**config.mk**
```make
export PLATFORM = sky130hd
export DESIGN_NAME = serial_adder
export DESIGN_NICKNAME = d
export VERILOG_FILES = /design/src/rtl/serial_adder_pkg.sv /design/src/rtl/full_adder.sv /design/src/rtl/serial_adder.sv
export SDC_FILE = /design/constraint.sdc
export NUM_CORES = 1
export LEC_CHECK = 0
export ABC_AREA = 0
export CAP_MARGIN = 40
export CORE_MARGIN = 4
export CORE_UTILIZATION = 38
export DETAILED_ROUTE_END_ITERATION = 10
export GPL_ROUTABILITY_DRIVEN = 0
export PLACE_DENSITY = 0.73
export SYNTH_ARGS = -nofsm -noshare
export SYNTH_HDL_FRONTEND = slang
export SYNTH_SLANG_ARGS = --single-unit
```
**constraint.sdc**
```tcl
create_clock -name clk -period 1.05 [get_ports clk]
set_input_delay 0.105 -clock clk [delete_from_list [all_inputs] [get_ports clk]]
set_output_delay 0.105 -clock clk [all_outputs]
set_load 0.005 [all_outputs]
```
**src/rtl/serial_adder_pkg.sv**
```systemverilog
// Shared types and helpers for the bit-serial adder.
// Holds the FSM state encoding and the bit-counter sizing function.
package serial_adder_pkg;

    typedef enum logic {
        IDLE = 1'b0,
        RUN  = 1'b1
    } state_e;

    // One extra bit keeps the counter legal when width is 1 ($clog2(1) == 0).
    function automatic int unsigned cnt_width(input int unsigned width);
        return $clog2(width) + 1;
    endfunction

endpackage

```
**src/rtl/full_adder.sv**
```systemverilog
// Single-bit full adder composed of two half-adder stages and an OR gate.
// This is the only arithmetic cell in the serial adder datapath.
module full_adder (
    input  logic a,
    input  logic b,
    input  logic cin,
    output logic s,
    output logic co
);

    logic ha0_s;
    logic ha0_c;
    logic ha1_c;

    // First half adder: a + b
    assign ha0_s = a ^ b;
    assign ha0_c = a & b;

    // Second half adder: partial sum + cin
    assign s     = ha0_s ^ cin;
    assign ha1_c = ha0_s & cin;

    assign co = ha0_c | ha1_c;

endmodule

```
**src/rtl/serial_adder.sv**
```systemverilog
// Bit-serial LSB-first adder: one full-adder cell plus a carry flop, one bit per clock.
// Operands are captured on an accepted start; the result lands after WIDTH RUN cycles.
module serial_adder
    import serial_adder_pkg::*;
#(
    parameter int unsigned WIDTH = 8
) (
    input  logic             clk,
    input  logic             rst,
    input  logic             start,
    input  logic [WIDTH-1:0] a,
    input  logic [WIDTH-1:0] b,
    output logic             busy,
    output logic             done,
    output logic [WIDTH-1:0] sum,
    output logic             cout
);

    localparam int unsigned CW = cnt_width(WIDTH);

    state_e           state_q, state_d;
    logic [WIDTH-1:0] sa_q, sa_d;
    logic [WIDTH-1:0] sb_q, sb_d;
    logic [WIDTH-1:0] ps_q, ps_d;
    logic [WIDTH-1:0] sum_q, sum_d;
    logic [CW-1:0]    cnt_q, cnt_d;
    logic             c_q, c_d;
    logic             cout_q, cout_d;
    logic             done_q, done_d;

    logic             s_bit;
    logic             c_next;
    logic [WIDTH-1:0] ps_shift;
    logic             last;

    full_adder u_full_adder (
        .a   (sa_q[0]),
        .b   (sb_q[0]),
        .cin (c_q),
        .s   (s_bit),
        .co  (c_next)
    );

    // Partial sum with the current bit entering at the MSB; valid for WIDTH == 1 too.
    always_comb begin
        ps_shift = ps_q >> 1;
        ps_shift[WIDTH-1] = s_bit;
    end

    assign last = (cnt_q == CW'(WIDTH - 1));

    always_comb begin
        state_d = state_q;
        sa_d    = sa_q;
        sb_d    = sb_q;
        ps_d    = ps_q;
        sum_d   = sum_q;
        cnt_d   = cnt_q;
        c_d     = c_q;
        cout_d  = cout_q;
        done_d  = 1'b0;

        unique case (state_q)
            IDLE: begin
                if (start) begin
                    state_d = RUN;
                    sa_d    = a;
                    sb_d    = b;
                    ps_d    = '0;
                    c_d     = 1'b0;
                    cnt_d   = '0;
                end
            end
            RUN: begin
                sa_d  = sa_q >> 1;
                sb_d  = sb_q >> 1;
                c_d   = c_next;
                ps_d  = ps_shift;
                cnt_d = cnt_q + CW'(1);
                if (last) begin
                    sum_d   = ps_shift;
                    cout_d  = c_next;
                    done_d  = 1'b1;
                    state_d = IDLE;
                end
            end
        endcase
    end

    always_ff @(posedge clk) begin
        if (rst) begin
            state_q <= IDLE;
            sa_q    <= '0;
            sb_q    <= '0;
            ps_q    <= '0;
            sum_q   <= '0;
            cnt_q   <= '0;
            c_q     <= 1'b0;
            cout_q  <= 1'b0;
            done_q  <= 1'b0;
        end else begin
            state_q <= state_d;
            sa_q    <= sa_d;
            sb_q    <= sb_d;
            ps_q    <= ps_d;
            sum_q   <= sum_d;
            cnt_q   <= cnt_d;
            c_q     <= c_d;
            cout_q  <= cout_d;
            done_q  <= done_d;
        end
    end

    assign busy = (state_q == RUN);
    assign done = done_q;
    assign sum  = sum_q;
    assign cout = cout_q;

endmodule
```
==> results of run 1 <==
[per-stage QoR]
| step | setup slack, ps | utilization, % | power [mW] |
|---|---|---|---|
| final | -127 | 58.8 | 3.07 |
| after detailed placement | -391 | 48.5 | 1.96 |
| after floorplan | -25.2 | - | 1.84 |
| after global placement | -376 | 48.5 | 1.95 |
| after global routing | -185 | 58.8 | 3.18 |
| after CTS | -95.0 | 53.8 | 2.96 |
[worst min-delay path, delay by kind of cell]
kind / cells / cell delay [ps]
AND/OR/NAND/NOR: 1 / 50
multiplexers: 1 / 130
buffers and inverters: 1 / 400
[per-layer routing]
metal / global-route usage, % / wire (um) / vias to the layer above
met5: 0 / 0 / -
met4: 4.47 / 51 / 0
met3: 3.96 / 180 / 9
met2: 22.3 / 2200 / 31
met1: 17.0 / 1810 / 687
li1: - / - / 685
[placed cells by master (no fill, tap or decap), drive strengths merged, types with 4 or more instances in the layout]
| cell type | instances |
|---|---|
| nor2 | 26 |
| mux2 | 14 |
| dlygate4sd2 | 11 |
| buf | 23 |
| nor3 | 4 |
| clkdlybuf4s50 | 17 |
| a21oi | 21 |
| clkbuf | 10 |
| mux2i | 17 |
| dfxtp | 39 |
| nor3b | 9 |
| nand2 | 18 |
[worst max path at each step]
stage	from	to	cells past startpoint
final	c_q$_SDFFE_PP0P_	sum[7]$_SDFFE_PP0P_	3
after global routing	cnt_q[0]$_SDFFE_PP0P_	sum[2]$_SDFFE_PP0P_	5
after CTS	cnt_q[0]$_SDFFE_PP0P_	sum[6]$_SDFFE_PP0P_	5
after detailed placement	start	sb_q[3]$_SDFFE_PP0P_	5
after global placement	start	sb_q[4]$_SDFFE_PP0P_	5
after floorplan	c_q$_SDFFE_PP0P_	ps_q[7]$_SDFFE_PP0P_	3
[cell families (layout without fill, tap and decap cells)]
logic type               Yosys count  in the layout  share of synthesized area, %
multiplexers                      31             31                          20.3
buffers and inverters             14             65                          6.54
AND/OR/NAND/NOR                   60             60                          18.5
AO/OA/AOI/OAI                     24             24                          7.34
flip-flops                        39             39                          45.3
adder cells (fa/ha/maj)            2              2                          1.89
[Yosys cell counts (all sizes together), types with 2 or more instances]
master   n
mux2i   17
nor3b    9
nor2    26
mux2    14
nor3     4
buf     11
nand2   18
a21oi   21
clkbuf   2
dfxtp   39
[sequential cells by signal, indices dropped and copies added (netlist names)]
name   count
sa_q       8
c_q        1
cnt_q      4
sb_q       8
ps_q       7
cout       1
sum        8
busy       1
done       1
[power breakdown]
part | switching, mW | internal, mW | leakage, nW | total, mW
clock | 0.500 | 0.466 | 0.0422 | 0.965
sequential | 0.0346 | 1.53 | 0.320 | 1.56
combinational | 0.208 | 0.332 | 0.688 | 0.541
total | 0.742 | 2.33 | 1.05 | 3.07
[layout make-up]
class	instances	share of cell area, %
Timing Repair Buffer	56	26.7
Clock inverter	1	0.194
Sequential cell	39	30.7
Tap cell	52	2.52
Multi-Input combinational cell	117	36.8
Clock buffer	7	2.96
Inverter	1	0.146
[timing repair]
item | CTS | global route
pin swaps | 16 | 14
gates resized for setup | 39 | 27
setup buffers | 2 | 5
gates cloned | 3 | 3
endpoints found under the setup margin | 41 | 26
hold buffers | 0 | 0
==> insert_results.sql, run 1 <==
INSERT INTO impl_metrics (metric_group, metric, value, unit) VALUES
('floorplanning', 'fp.dieW', '75.3', 'um'),
('final_layout', 'area.growth.synth_to_final', '49.8', '%'),
('logic_synthesis', 'synth_nets', '191', ''),
('sta', 'final_setup_violations', '24', ''),
('floorplanning', 'die_y', '75.3', 'um'),
('status', 'outcome', 'complete, but fails checks', ''),
('min_path', 'min_to', 'sa_q[7]$_SDFFE_PP0P_', ''),
('logic_synthesis', 'post-synth-top-area-cell', 'sky130_fd_sc_hd__dfxtp_1', ''),
('sta', 'ratio_of_final_minimum_period_to_clock_period', '112', '%'),
('worst_setup_path', 'delay_of_the_slowest_cell_on_the_worst_path', '610', 'ps'),
('power_and_ir_drop', 'vdd.ir_drop.worst', '780', 'uV'),
('detailed_routing', 'detail_route.vias_per_cell', '5.17', ''),
('grt', 'gr-total-overflow', '0', ''),
('status', 'failed_checks', 'setup timing', ''),
('final_layout', 'stdcell_area', '2580', 'um2'),
('cts', 'ctsRootBufferMaster', 'sky130_fd_sc_hd__clkbuf_8', ''),
('sta', 'timing.clock.skew', '5.20', 'ps'),
('cts', 'h-tree-depth', '2', ''),
('sta', 'max_clk_rate', '849', 'MHz'),
('power_and_ir_drop', 'power.density_cell_area', '1190', 'nW/um2'),
('detailed_routing', 'route.detailed.wl_per_inst', '15.5', 'um'),
('logic_synthesis', 'ys_warn_count', '0', ''),
('detailed_routing', 'detail_route.iter0.violations', '67', ''),
('final_layout', 'final_layout_size_suffix_gt1_share', '38.9', '%'),
('grt', 'largest_net_degree_at_the_start_of_global_routing', '40', ''),
('sta', 'timing.setup.tns', '-1390', 'ps'),
('final_layout', 'final_cell_count_no_fill', '273', ''),
('sta', 'tightest_slew', '154', 'ps'),
('sta', 'slew_margin_rel', '89.5', '%'),
('detailed_routing', 'dr.pass1.iters', '4', ''),
('logic_synthesis', 'synth.ff_latch_count', '39', ''),
('logic_synthesis', 'synth_seq_area_share', '45.3', '%'),
('sta', 'finalHoldViolCount', '0', ''),
('worst_setup_path', 'setup.worst_path.class', 'reg -> reg', ''),
('place', 'placed_cells', '252', ''),
('cts', 'cts_tree', 'yes', ''),
('cts', 'cts_buffers', '5', ''),
('grt', 'initial_antenna_violation_count', '0', ''),
('final_layout', 'multi_input_area', '948', 'um2'),
('final_layout', 'fillerInstances', '352', ''),
('floorplanning', 'core_area', '4380', 'um2'),
('detailed_routing', 'antenna_violating_nets_post_route', '0', ''),
('sta', 'final_hold_slack', '444', 'ps'),
('cts', 'latest_clock_arrival_within_the_worst_skew_pair', '290', 'ps'),
('worst_setup_path', 'timing.critical_path.cells', 'fa_2, nand2_4, a21oi_2', ''),
('logic_synthesis', 'synth.distinct_cells', '26', ''),
('worst_setup_path', 'crit_path_end_kind', 'register', ''),
('sta', 'post_layout_min_period', '1180', 'ps'),
('worst_setup_path', 'r2r-end', 'sum[7]$_SDFFE_PP0P_', ''),
('sta', 'slew_viol_final', '0', ''),
('logic_synthesis', 'synth-edff-count', '0', ''),
('logic_synthesis', 'synthesis.area_per_instance', '10.1', 'um2'),
('worst_setup_path', 'crit-reg2reg-launch', 'c_q$_SDFFE_PP0P_', ''),
('worst_setup_path', 'cp.buffers_inverters', '0', ''),
('worst_setup_path', 'r2r_setup_slack', '-130', 'ps'),
('power_and_ir_drop', 'power.leakage', '1.05', 'nW'),
('worst_setup_path', 'critical-path-top-delay-family', 'adder cells', ''),
('logic_synthesis', 'postSynth.topFlopCell', 'sky130_fd_sc_hd__dfxtp_1', ''),
('floorplanning', 'initial_core_util', '39.3', '%'),
('cts', 'clkSlewWorstSetupHoldPaths', '70', 'ps'),
('sta', 'rsz0062_at_grt', 'yes', ''),
('final_layout', 'nets', '241', ''),
('detailed_routing', 'via_count', '1412', ''),
('min_path', 'beginning_of_the_worst_hold_path', 'a[7]', ''),
('run', 'timing.max_cap.violations', '0', ''),
('cts', 'max-clock-path-buffers', '2', ''),
('grt', 'grt_first_pass_wirelength', '5880', 'um'),
('grt', 'grt_pass1_vias', '1286', ''),
('place', 'place.detailed.hpwl', '2210', 'um'),
('place', 'placed_cell_areas', '2130', 'um2'),
('sta', 'final_critical_path_setup_slack', '-127', 'ps');
Power figures use the tool's default switching activity.
==> inputs of run 2 (changes only) <==
Settings changed: CAP_MARGIN 40 to 10, CELL_PAD_IN_SITES_DETAIL_PLACEMENT set to 1, CELL_PAD_IN_SITES_GLOBAL_PLACEMENT set to 1, CORE_UTILIZATION 38 to 36, PLACE_DENSITY 0.73 to 0.72.
==> insert_results.sql, run 2 (synthesis gave the netlist of run 1 again) <==
INSERT INTO impl_metrics (metric_group, metric, value, unit) VALUES
('power_and_ir_drop', 'combinational_power_share', '13.9', '%'),
('detailed_routing', 'antenna_violating_nets_post_route', '0', ''),
('detailed_routing', 'dr.pass1.iters', '6', ''),
('grt', 'gr-total-overflow', '0', ''),
('grt', 'global_routing_usage_summed_across_all_routing_layers', '14.3', '%'),
('worst_setup_path', 'path_max_fanout', '2', ''),
('grt', 'grt_pass1_vias', '1490', ''),
('detailed_routing', 'via_count', '1335', ''),
('worst_setup_path', 'crit_path_end_kind', 'register', ''),
('grt', 'largest_net_degree_at_the_start_of_global_routing', '40', ''),
('worst_setup_path', 'worst_ep_required_time', '1270', 'ps'),
('sta', 'timing.clock.skew', '3.95', 'ps'),
('grt', 'grt_first_pass_wirelength', '6850', 'um'),
('detailed_routing', 'route.detailed.wl_per_inst', '15.7', 'um'),
('detailed_routing', 'detail_route.vias_per_cell', '5.04', ''),
('power_and_ir_drop', 'report.power.total', '2.93', 'mW'),
('cts', 'h-tree-depth', '2', ''),
('run', 'timing.max_cap.violations', '0', ''),
('cts', 'max-clock-path-buffers', '2', ''),
('sta', 'slew_viol_final', '0', ''),
('floorplanning', 'die_area', '5950', 'um2'),
('sta', 'finalHoldViolCount', '0', ''),
('power_and_ir_drop', 'power.density_cell_area', '1270', 'nW/um2'),
('cts', 'cts.sink_count', '39', ''),
('final_layout', 'num_antenna_cells', '0', ''),
('worst_setup_path', 'critPathLaunchType', 'register', ''),
('final_layout', 'final_layout_size_suffix_gt1_share', '31.9', '%'),
('floorplanning', 'fp.dieW', '77.2', 'um'),
('power_and_ir_drop', 'power.leakage', '0.952', 'nW'),
('final_layout', 'area.growth.synth_to_final', '33.9', '%'),
('final_layout', 'final_cell_mix', 'sky130_fd_sc_hd__dfxtp_1 (32), sky130_fd_sc_hd__nor2_1 (25), sky130_fd_sc_hd__mux2i_1 (17), sky130_fd_sc_hd__clkdlybuf4s50_1 (17), sky130_fd_sc_hd__a21oi_1 (16)', ''),
('worst_setup_path', 'r2r_setup_slack', '-110', 'ps'),
('power_and_ir_drop', 'pwr-share-clk', '32.7', '%'),
('place', 'place.detailed.hpwl', '2790', 'um'),
('sta', 'ratio_of_final_minimum_period_to_clock_period', '110', '%'),
('worst_setup_path', 'setup.worst_path.class', 'reg -> reg', ''),
('power_and_ir_drop', 'switching_share', '23.8', '%'),
('worst_setup_path', 'cp.arrival', '1380', 'ps'),
('sta', 'final_setup_violations', '12', ''),
('place', 'placed_cell_areas', '2120', 'um2'),
('final_layout', 'mostFrequentLayoutCell', 'sky130_fd_sc_hd__dfxtp_1', ''),
('final_layout', 'nets', '233', ''),
('floorplanning', 'initial_core_util', '38.2', '%'),
('sta', 'slew_margin_rel', '86.5', '%'),
('cts', 'clkSlewWorstSetupHoldPaths', '70', 'ps'),
('sta', 'final_critical_path_setup_slack', '-110', 'ps'),
('power_and_ir_drop', 'cellInternalPower', '2.23', 'mW'),
('status', 'failed_checks', 'setup timing', ''),
('detailed_routing', 'detail_route.drc_violations', '0', ''),
('cts', 'cts_tree', 'yes', ''),
('floorplanning', 'io-pin-count', '30', ''),
('min_path', 'hold_path.class', 'in -> reg', ''),
('power_and_ir_drop', 'power.sequential.fraction', '53.4', '%'),
('status', 'outcome', 'complete, but fails checks', ''),
('cts', 'ctsRootBufferMaster', 'sky130_fd_sc_hd__clkbuf_8', ''),
('place', 'pre_cts_ws', '-415', 'ps'),
('power_and_ir_drop', 'vdd.ir_drop.worst', '1020', 'uV'),
('detailed_routing', 'finalWirelength', '4150', 'um'),
('final_layout', 'stdcell_area', '2300', 'um2'),
('place', 'numPortBuffers', '29', ''),
('cts', 'cts_buffers', '5', ''),
('cts', 'latest_clock_arrival_within_the_worst_skew_pair', '280', 'ps'),
('grt', 'initial_antenna_violation_count', '0', ''),
('detailed_routing', 'detail_route.iter0.violations', '27', ''),
('sta', 'post_layout_min_period', '1160', 'ps'),
('sta', 'rsz0062_at_grt', 'yes', ''),
('floorplanning', 'core_area', '4500', 'um2'),
('power_and_ir_drop', 'power_switching', '698', 'uW'),
('floorplanning', 'placement_rows', '24', ''),
('final_layout', 'fillerInstances', '492', ''),
('sta', 'tightest_slew', '201', 'ps'),
('floorplanning', 'die_y', '77.2', 'um'),
('sta', 'max_clk_rate', '862', 'MHz');
run 2: power groups by stage:
stage / clock network [mW] / registers (mW) / logic (mW)
floorplan: 0 / 1.58 / 0.252
global placement: 0 / 1.59 / 0.354
detailed placement: 0 / 1.60 / 0.370
CTS: 0.994 / 1.56 / 0.395
global route: 1.08 / 1.57 / 0.440
finish: 0.959 / 1.56 / 0.408
run 2: worst paths after layout:
path / start / endpoint / cells after the start
worst max-delay path: sa_q[0]$_SDFFE_PP0P_ / sum[7]$_SDFFE_PP0P_ / 3
worst min-delay path: start / sb_q[3]$_SDFFE_PP0P_ / 5
worst max register to register: sa_q[0]$_SDFFE_PP0P_ / sum[7]$_SDFFE_PP0P_ / 3
worst min register to register: ps_q[1]$_SDFFE_PP0P_ / sum[0]$_SDFFE_PP0P_ / 2
run 2: what timing repair did:
item | 4_1_cts | 5_1_grt
endpoints found under the setup margin | 39 | 31
pin swaps | 4 | 15
resized for setup | 20 | 18
cloned | 1 | 0
setup buffers | 2 | 2
hold buffers | 0 | 0
run 2: worst max-delay path: stages (launching register included):
cell                      delay [ps]
sky130_fd_sc_hd__dfxtp_2         330
sky130_fd_sc_hd__fa_2            580
sky130_fd_sc_hd__nand2_1          60
sky130_fd_sc_hd__a21oi_1         120
run 2: metal layers:
| metal | vias up | track usage, % | wire length [um] |
|---|---|---|---|
| met5 | - | 0 | 0 |
| met2 | 27 | 26.5 | 2260 |
| li1 | 661 | - | - |
| met4 | 0 | 4.45 | 55 |
| met1 | 638 | 15.7 | 1690 |
| met3 | 9 | 3.86 | 147 |
run 2: cell type report:
| cell class | instances | area, um2 | share of cell area (%) |
|---|---|---|---|
| clock buffers | 7 | 76.3 | 3.31 |
| clock inverters | 1 | 5.00 | 0.217 |
| inverters | 1 | 3.75 | 0.163 |
| multi-input cells | 117 | 887 | 38.5 |
| flip-flops and latches | 39 | 792 | 34.4 |
| well taps | 52 | 65.1 | 2.82 |
| repair buffers | 48 | 475 | 20.6 |
run 2: per-stage QoR:
step | util, % | cells | setup TNS (ps) | hold WS, ps
after floorplan | - | 170 | -90.5 | 300
after global placement | 47.1 | 253 | -8780 | 446
after detailed placement | 47.1 | 253 | -10200 | 450
after CTS | 50.0 | 264 | -838 | 462
after global routing | 51.2 | 265 | -1770 | 422
final | 51.2 | 265 | -928 | 399
==> inputs of run 3 (changes only) <==
Settings changed: CTS_CLUSTER_SIZE set to 14, RECOVER_POWER set to 25, SLEW_MARGIN set to 10.
==> insert_results.sql, run 3 (synthesis gave the netlist of run 1 again) <==
INSERT INTO impl_metrics (metric_group, metric, value, unit) VALUES
('status', 'outcome', 'complete, but fails checks', ''),
('status', 'failed_checks', 'setup timing', ''),
('detailed_routing', 'via_count', '1337', ''),
('place', 'place.detailed.hpwl', '2790', 'um'),
('floorplanning', 'core_area', '4500', 'um2'),
('grt', 'largest_net_degree_at_the_start_of_global_routing', '40', ''),
('detailed_routing', 'detail_route.iter0.violations', '33', ''),
('sta', 'finalHoldViolCount', '0', ''),
('sta', 'ratio_of_final_minimum_period_to_clock_period', '111', '%'),
('detailed_routing', 'detail_route.drc_violations', '0', ''),
('worst_setup_path', 'delay_of_the_slowest_cell_on_the_worst_path', '580', 'ps'),
('detailed_routing', 'route.detailed.wl_per_inst', '15.6', 'um'),
('cts', 'cts_tree', 'yes', ''),
('worst_setup_path', 'critPathSlowestCell', 'sky130_fd_sc_hd__fa_2', ''),
('worst_setup_path', 'cp.buffers_inverters', '0', ''),
('grt', 'gr-usage-met1', '15.7', '%'),
('power_and_ir_drop', 'power.leakage', '0.946', 'nW'),
('floorplanning', 'io-pin-count', '30', ''),
('cts', 'cts-hold-fix-buffers', '0', ''),
('sta', 'timing.clock.skew', '3.91', 'ps'),
('worst_setup_path', 'path_max_fanout', '2', ''),
('detailed_routing', 'finalWirelength', '4150', 'um'),
('detailed_routing', 'detail_route.vias_per_cell', '5.05', ''),
('sta', 'post_layout_min_period', '1160', 'ps'),
('grt', 'gr-total-overflow', '0', ''),
('place', 'placed_cell_areas', '2120', 'um2'),
('grt', 'grt_pass1_vias', '1490', ''),
('detailed_routing', 'antenna_violating_nets_post_route', '0', ''),
('place', 'numPortBuffers', '29', ''),
('sta', 'max_clk_rate', '862', 'MHz'),
('floorplanning', 'fp.dieW', '77.2', 'um'),
('grt', 'global_routing_usage_summed_across_all_routing_layers', '14.3', '%'),
('grt', 'grt_first_pass_wirelength', '6850', 'um'),
('sta', 'final_critical_path_setup_slack', '-110', 'ps'),
('worst_setup_path', 'setup.worst_path.class', 'reg -> reg', ''),
('final_layout', 'num_antenna_cells', '0', ''),
('cts', 'h-tree-depth', '2', ''),
('detailed_routing', 'dr.pass1.iters', '6', ''),
('power_and_ir_drop', 'report.power.total', '2.92', 'mW'),
('cts', 'cts.sink_count', '39', ''),
('cts', 'ctsRootBufferMaster', 'sky130_fd_sc_hd__clkbuf_8', ''),
('power_and_ir_drop', 'power.density_cell_area', '1270', 'nW/um2'),
('final_layout', 'final_cell_mix', 'sky130_fd_sc_hd__dfxtp_1 (32), sky130_fd_sc_hd__nor2_1 (25), sky130_fd_sc_hd__mux2i_1 (17), sky130_fd_sc_hd__clkdlybuf4s50_1 (17), sky130_fd_sc_hd__a21oi_1 (16)', ''),
('final_layout', 'mostFrequentLayoutCell', 'sky130_fd_sc_hd__dfxtp_1', ''),
('worst_setup_path', 'r2r_setup_slack', '-110', 'ps'),
('final_layout', 'final_cell_count_no_fill', '265', ''),
('cts', 'cts_buffers', '5', ''),
('final_layout', 'multi_input_area', '887', 'um2'),
('floorplanning', 'die_area', '5950', 'um2'),
('worst_setup_path', 'crit_path_end_kind', 'register', ''),
('worst_setup_path', 'critPathLaunchType', 'register', ''),
('grt', 'gr_layer_usage_met2', '26.5', '%'),
('place', 'pre_cts_ws', '-415', 'ps'),
('run', 'timing.max_cap.violations', '0', ''),
('sta', 'slew_viol_final', '0', ''),
('cts', 'latest_clock_arrival_within_the_worst_skew_pair', '280', 'ps'),
('final_layout', 'final_layout_size_suffix_gt1_share', '31.5', '%'),
('final_layout', 'stdcell_area', '2290', 'um2'),
('sta', 'tightest_slew', '201', 'ps'),
('grt', 'grt_util_met3', '3.86', '%'),
('final_layout', 'nets', '233', ''),
('cts', 'clkSlewWorstSetupHoldPaths', '70', 'ps'),
('floorplanning', 'placement_rows', '24', ''),
('place', 'placed_cells', '253', ''),
('sta', 'slew_margin_rel', '86.5', '%'),
('power_and_ir_drop', 'vdd.ir_drop.worst', '1020', 'uV'),
('final_layout', 'fillerInstances', '496', ''),
('worst_setup_path', 'worst_ep_required_time', '1270', 'ps'),
('worst_setup_path', 'timing.critical_path.cells', 'fa_2, nand2_1, a21oi_1', ''),
('worst_setup_path', 'critical-path-top-delay-family', 'adder cells', ''),
('grt', 'initial_antenna_violation_count', '0', ''),
('floorplanning', 'initial_core_util', '38.2', '%'),
('min_path', 'hold_path.class', 'in -> reg', ''),
('sta', 'rsz0062_at_grt', 'yes', ''),
('floorplanning', 'die_y', '77.2', 'um'),
('final_layout', 'register_area', '792', 'um2'),
('worst_setup_path', 'cp.arrival', '1380', 'ps'),
('sta', 'final_setup_violations', '14', ''),
('grt', 'grt_most_used_layer', 'met2', ''),
('cts', 'max-clock-path-buffers', '2', ''),
('final_layout', 'area.growth.synth_to_final', '33.2', '%');
## run 3: worst reg2reg max path: cells and delay by family, from the launching register on
family / cells / cell delay [ps]
AOI/OAI and AO/OA: 1 / 120
adders and majority gates: 1 / 590
DFF: 1 / 330
and+or+nand+nor: 1 / 60
## run 3: metrics by stage
stage,hold WS [ps],setup TNS [ps],util [%]
after floorplan,300,-90.5,-
after global placement,446,-8780,47.1
after detailed placement,450,-10200,47.1
after CTS,462,-838,50.0
after global routing,422,-2300,50.9
final,396,-937,50.9
## run 3: final timing paths
kind / start / endpoint / cells after the start
worst min register to register: ps_q[1]$_SDFFE_PP0P_ / sum[0]$_SDFFE_PP0P_ / 2
worst max register to register: sa_q[0]$_SDFFE_PP0P_ / sum[7]$_SDFFE_PP0P_ / 3
worst max-delay path: sa_q[0]$_SDFFE_PP0P_ / sum[7]$_SDFFE_PP0P_ / 3
worst min-delay path: start / sb_q[3]$_SDFFE_PP0P_ / 5
## run 3: power breakdown
part,internal [mW],switching [mW]
logic,0.233,0.169
registers,1.53,0.0349
clock network,0.466,0.492
total,2.23,0.696
## run 3: final cells by class
class | count | area share, %
clock inverter | 1 | 0.218
sequential | 39 | 34.5
inverter | 1 | 0.164
tap | 52 | 2.84
timing repair buffer | 48 | 20.2
multi-input combinational | 117 | 38.7
clock buffer | 7 | 3.33
## run 3: layer usage
| layer | part of all wire (%) | vias to the layer above |
|---|---|---|
| met5 | 0 | - |
| met4 | 1.3 | 0 |
| met3 | 3.5 | 9 |
| met2 | 55 | 27 |
| met1 | 40 | 640 |
| li1 | - | 661 |
## run 3: repair_timing
action | in CTS | in global routing
cloned | 1 | 0
endpoints found under the setup margin | 39 | 31
pin swaps | 4 | 15
resized for setup | 20 | 18
buffers inserted | 2 | 2
==> variant: new RTL, settings of run 1 <==
Change the parameter `WIDTH` from 8 to 10.
--- a/src/rtl/serial_adder.sv
+++ b/src/rtl/serial_adder.sv
@@ -3,7 +3,7 @@
 module serial_adder
     import serial_adder_pkg::*;
 #(
-    parameter int unsigned WIDTH = 8
+    parameter int unsigned WIDTH = 10
 ) (
     input  logic             clk,
     input  logic             rst,
Interface: changed (resized a, b and sum); port bits go from 30 to 36. No check against the original RTL was run, so the function may have changed too.
==> variant against run 1 <==
The run still ends with setup timing left. Sequential cell count grew 9. Synthesized cell count up 12%. Area after synthesis is 17% higher. Final area grew 12%. Wire length rose by 1.2%. Combinational power increased by 0.7%. Power rose by 24%. Worst setup slack got worse by 0.12 ns. Critical path type unchanged. Critical endpoint is now sum[9]. Largest cell class unchanged.
==> variant: results (changes against run 1) <==
[worst_setup_path]
reg2reg_from=cnt_q[1]
crit_path_max_fanout=12  ; +10
rr_endpoint=sum[9]
reg2reg_depth=5  ; +2

[synthesis]
synthTopCellsByArea=dfxtp_1 (48%), mux2i_1 (10%), mux2_2 (10%), nor2_1 (5.8%), a22o_1 (4.8%)
async_flop_share_pct=0  ; unchanged
synth_cell_types=30  ; +15%
syn-num-nets=217  ; +14%
synth_common_cells=dfxtp_1 (48), nor2_1 (31), mux2i_1 (21)
yosysSeqAreaShare_pct=47.7  ; +2.4 points

[global_routing]
track_usage_pct=14.0  ; +0.46 points
antenna_found_initial=0  ; unchanged
grt_max_degree=26  ; -35%
grt_pass1_wl_um=7030  ; +20%
first_global_vias=1519  ; +18%

[worst_hold_path]
hp-start=b[9]
hold_end=sb_q[9]

[placed_design]
dpl.hpwl_um=2700  ; +22%
portBuffers=35  ; +21%

[routing]
drtIter0Drc=75  ; +12%
drt_wl_total_um=4300  ; +1.2%
via_per_inst=4.98  ; -3.7%

[timing]
finClkSkew_ns=0.00637  ; +0.00116 ns
worst_pin_slew_ns=0.264  ; +0.111 ns
setup_slack_ns=-0.248  ; -0.121 ns
setup_viol=34  ; +42%
whs_ns=0.454  ; +0.00981 ns

[run_status]
run_status=finished, violations left
failed_checks=setup timing

[clock_tree]
numCtsBuffers=5  ; unchanged
cts_buffer_depth=2  ; unchanged
insertion_delay_ns=0.30
clk_pin_slew_ns=0.09  ; +0.02 ns

[cells_and_area]
drive_gt1_share_pct=36.9  ; -2.0 points
nets=269  ; +12%

[power]
ir_drop_mv=0.743  ; -4.7%
cellLeakagePower_uw=0.00121  ; +16%

variant: changes by cell type after synthesis, sizes merged, moves of 5 or more:
cell   before  now
dfxtp      39   48
nand2      18    1
nor2       26   31
a21oi      21   12
a22o        0   11
variant: how the worst max path moves through the flow:
stage,start,slack (ns),to
2_1_floorplan,cnt_q[1],-0.19,sum[0]
3_3_place_gp,start,-0.39,sa_q[2]
3_5_place_dp,start,-0.42,sa_q[1]
4_1_cts,cnt_q[1],-0.25,sum[9]
5_1_grt,cnt_q[1],-0.33,sum[5]
6_report,cnt_q[1],-0.25,sum[9]
variant: through the flow:
stage / power, uW / TNS, ns / std cells / worst slack [ns] / cell area [um^2]
5_1_grt: 3980 / -7.29 / 314 / -0.326 / 2900
2_1_floorplan: 2230 / -2.10 / 191 / -0.194 / 2050
6_report: 3810 / -4.95 / 314 / -0.248 / 2900
4_1_cts: 3840 / -4.86 / 314 / -0.248 / 2860
3_5_place_dp: 2400 / -13.68 / 299 / -0.420 / 2540
3_3_place_gp: 2390 / -12.99 / 299 / -0.393 / 2540
variant: logic make-up after synthesis:
family	count (synthesis)	share of synthesized area, %
buf+inv	17	5.72
simple gates	55	13.9
mux	39	20.5
compound gates	29	9.94
flops	48	47.7
fa+ha+maj	3	2.24
variant: cell type report:
type / instances / area [um^2]
fill: 443 / 2210
multi-input combinational: 126 / 1050
sequential: 48 / 982
timing repair buffer: 61 / 657
tap: 70 / 87.6
clock buffer: 5 / 68.8
clock inverter: 3 / 46.3
inverter: 1 / 3.75
variant: critical path, cell delays in order, from the launching register on:
cell and delay [ns]:
dfxtp_2 0.33, inv_2 0.07, ha_4 0.11, nand4b_1 0.17
o21ba_4 0.30, a22o_1 0.21
variant: timing repair:
item / in CTS / in global routing
cloned: 3 / 0
gates resized for setup: 44 / 20
endpoints found under the setup margin: 52 / 49
setup buffers: 5 / 1
pin swaps: 3 / 12
variant: metal layers:
metal  part of all wire, %  global-route usage, %  wire (um)  up-vias
met3                   3.9                   3.44        168        7
li1                      -                      -          -      775
met1                    44                   16.6       1880      746
met5                     0                      0          0        -
met4                   1.8                   5.24         78        0
met2                    51                   24.5       2170       36
variant: power breakdown:
| part | switching [uW] | internal (uW) | total (uW) |
|---|---|---|---|
| registers | 36.4 | 1880 | 1920 |
| clock network | 637 | 717 | 1350 |
| logic | 216 | 329 | 545 |
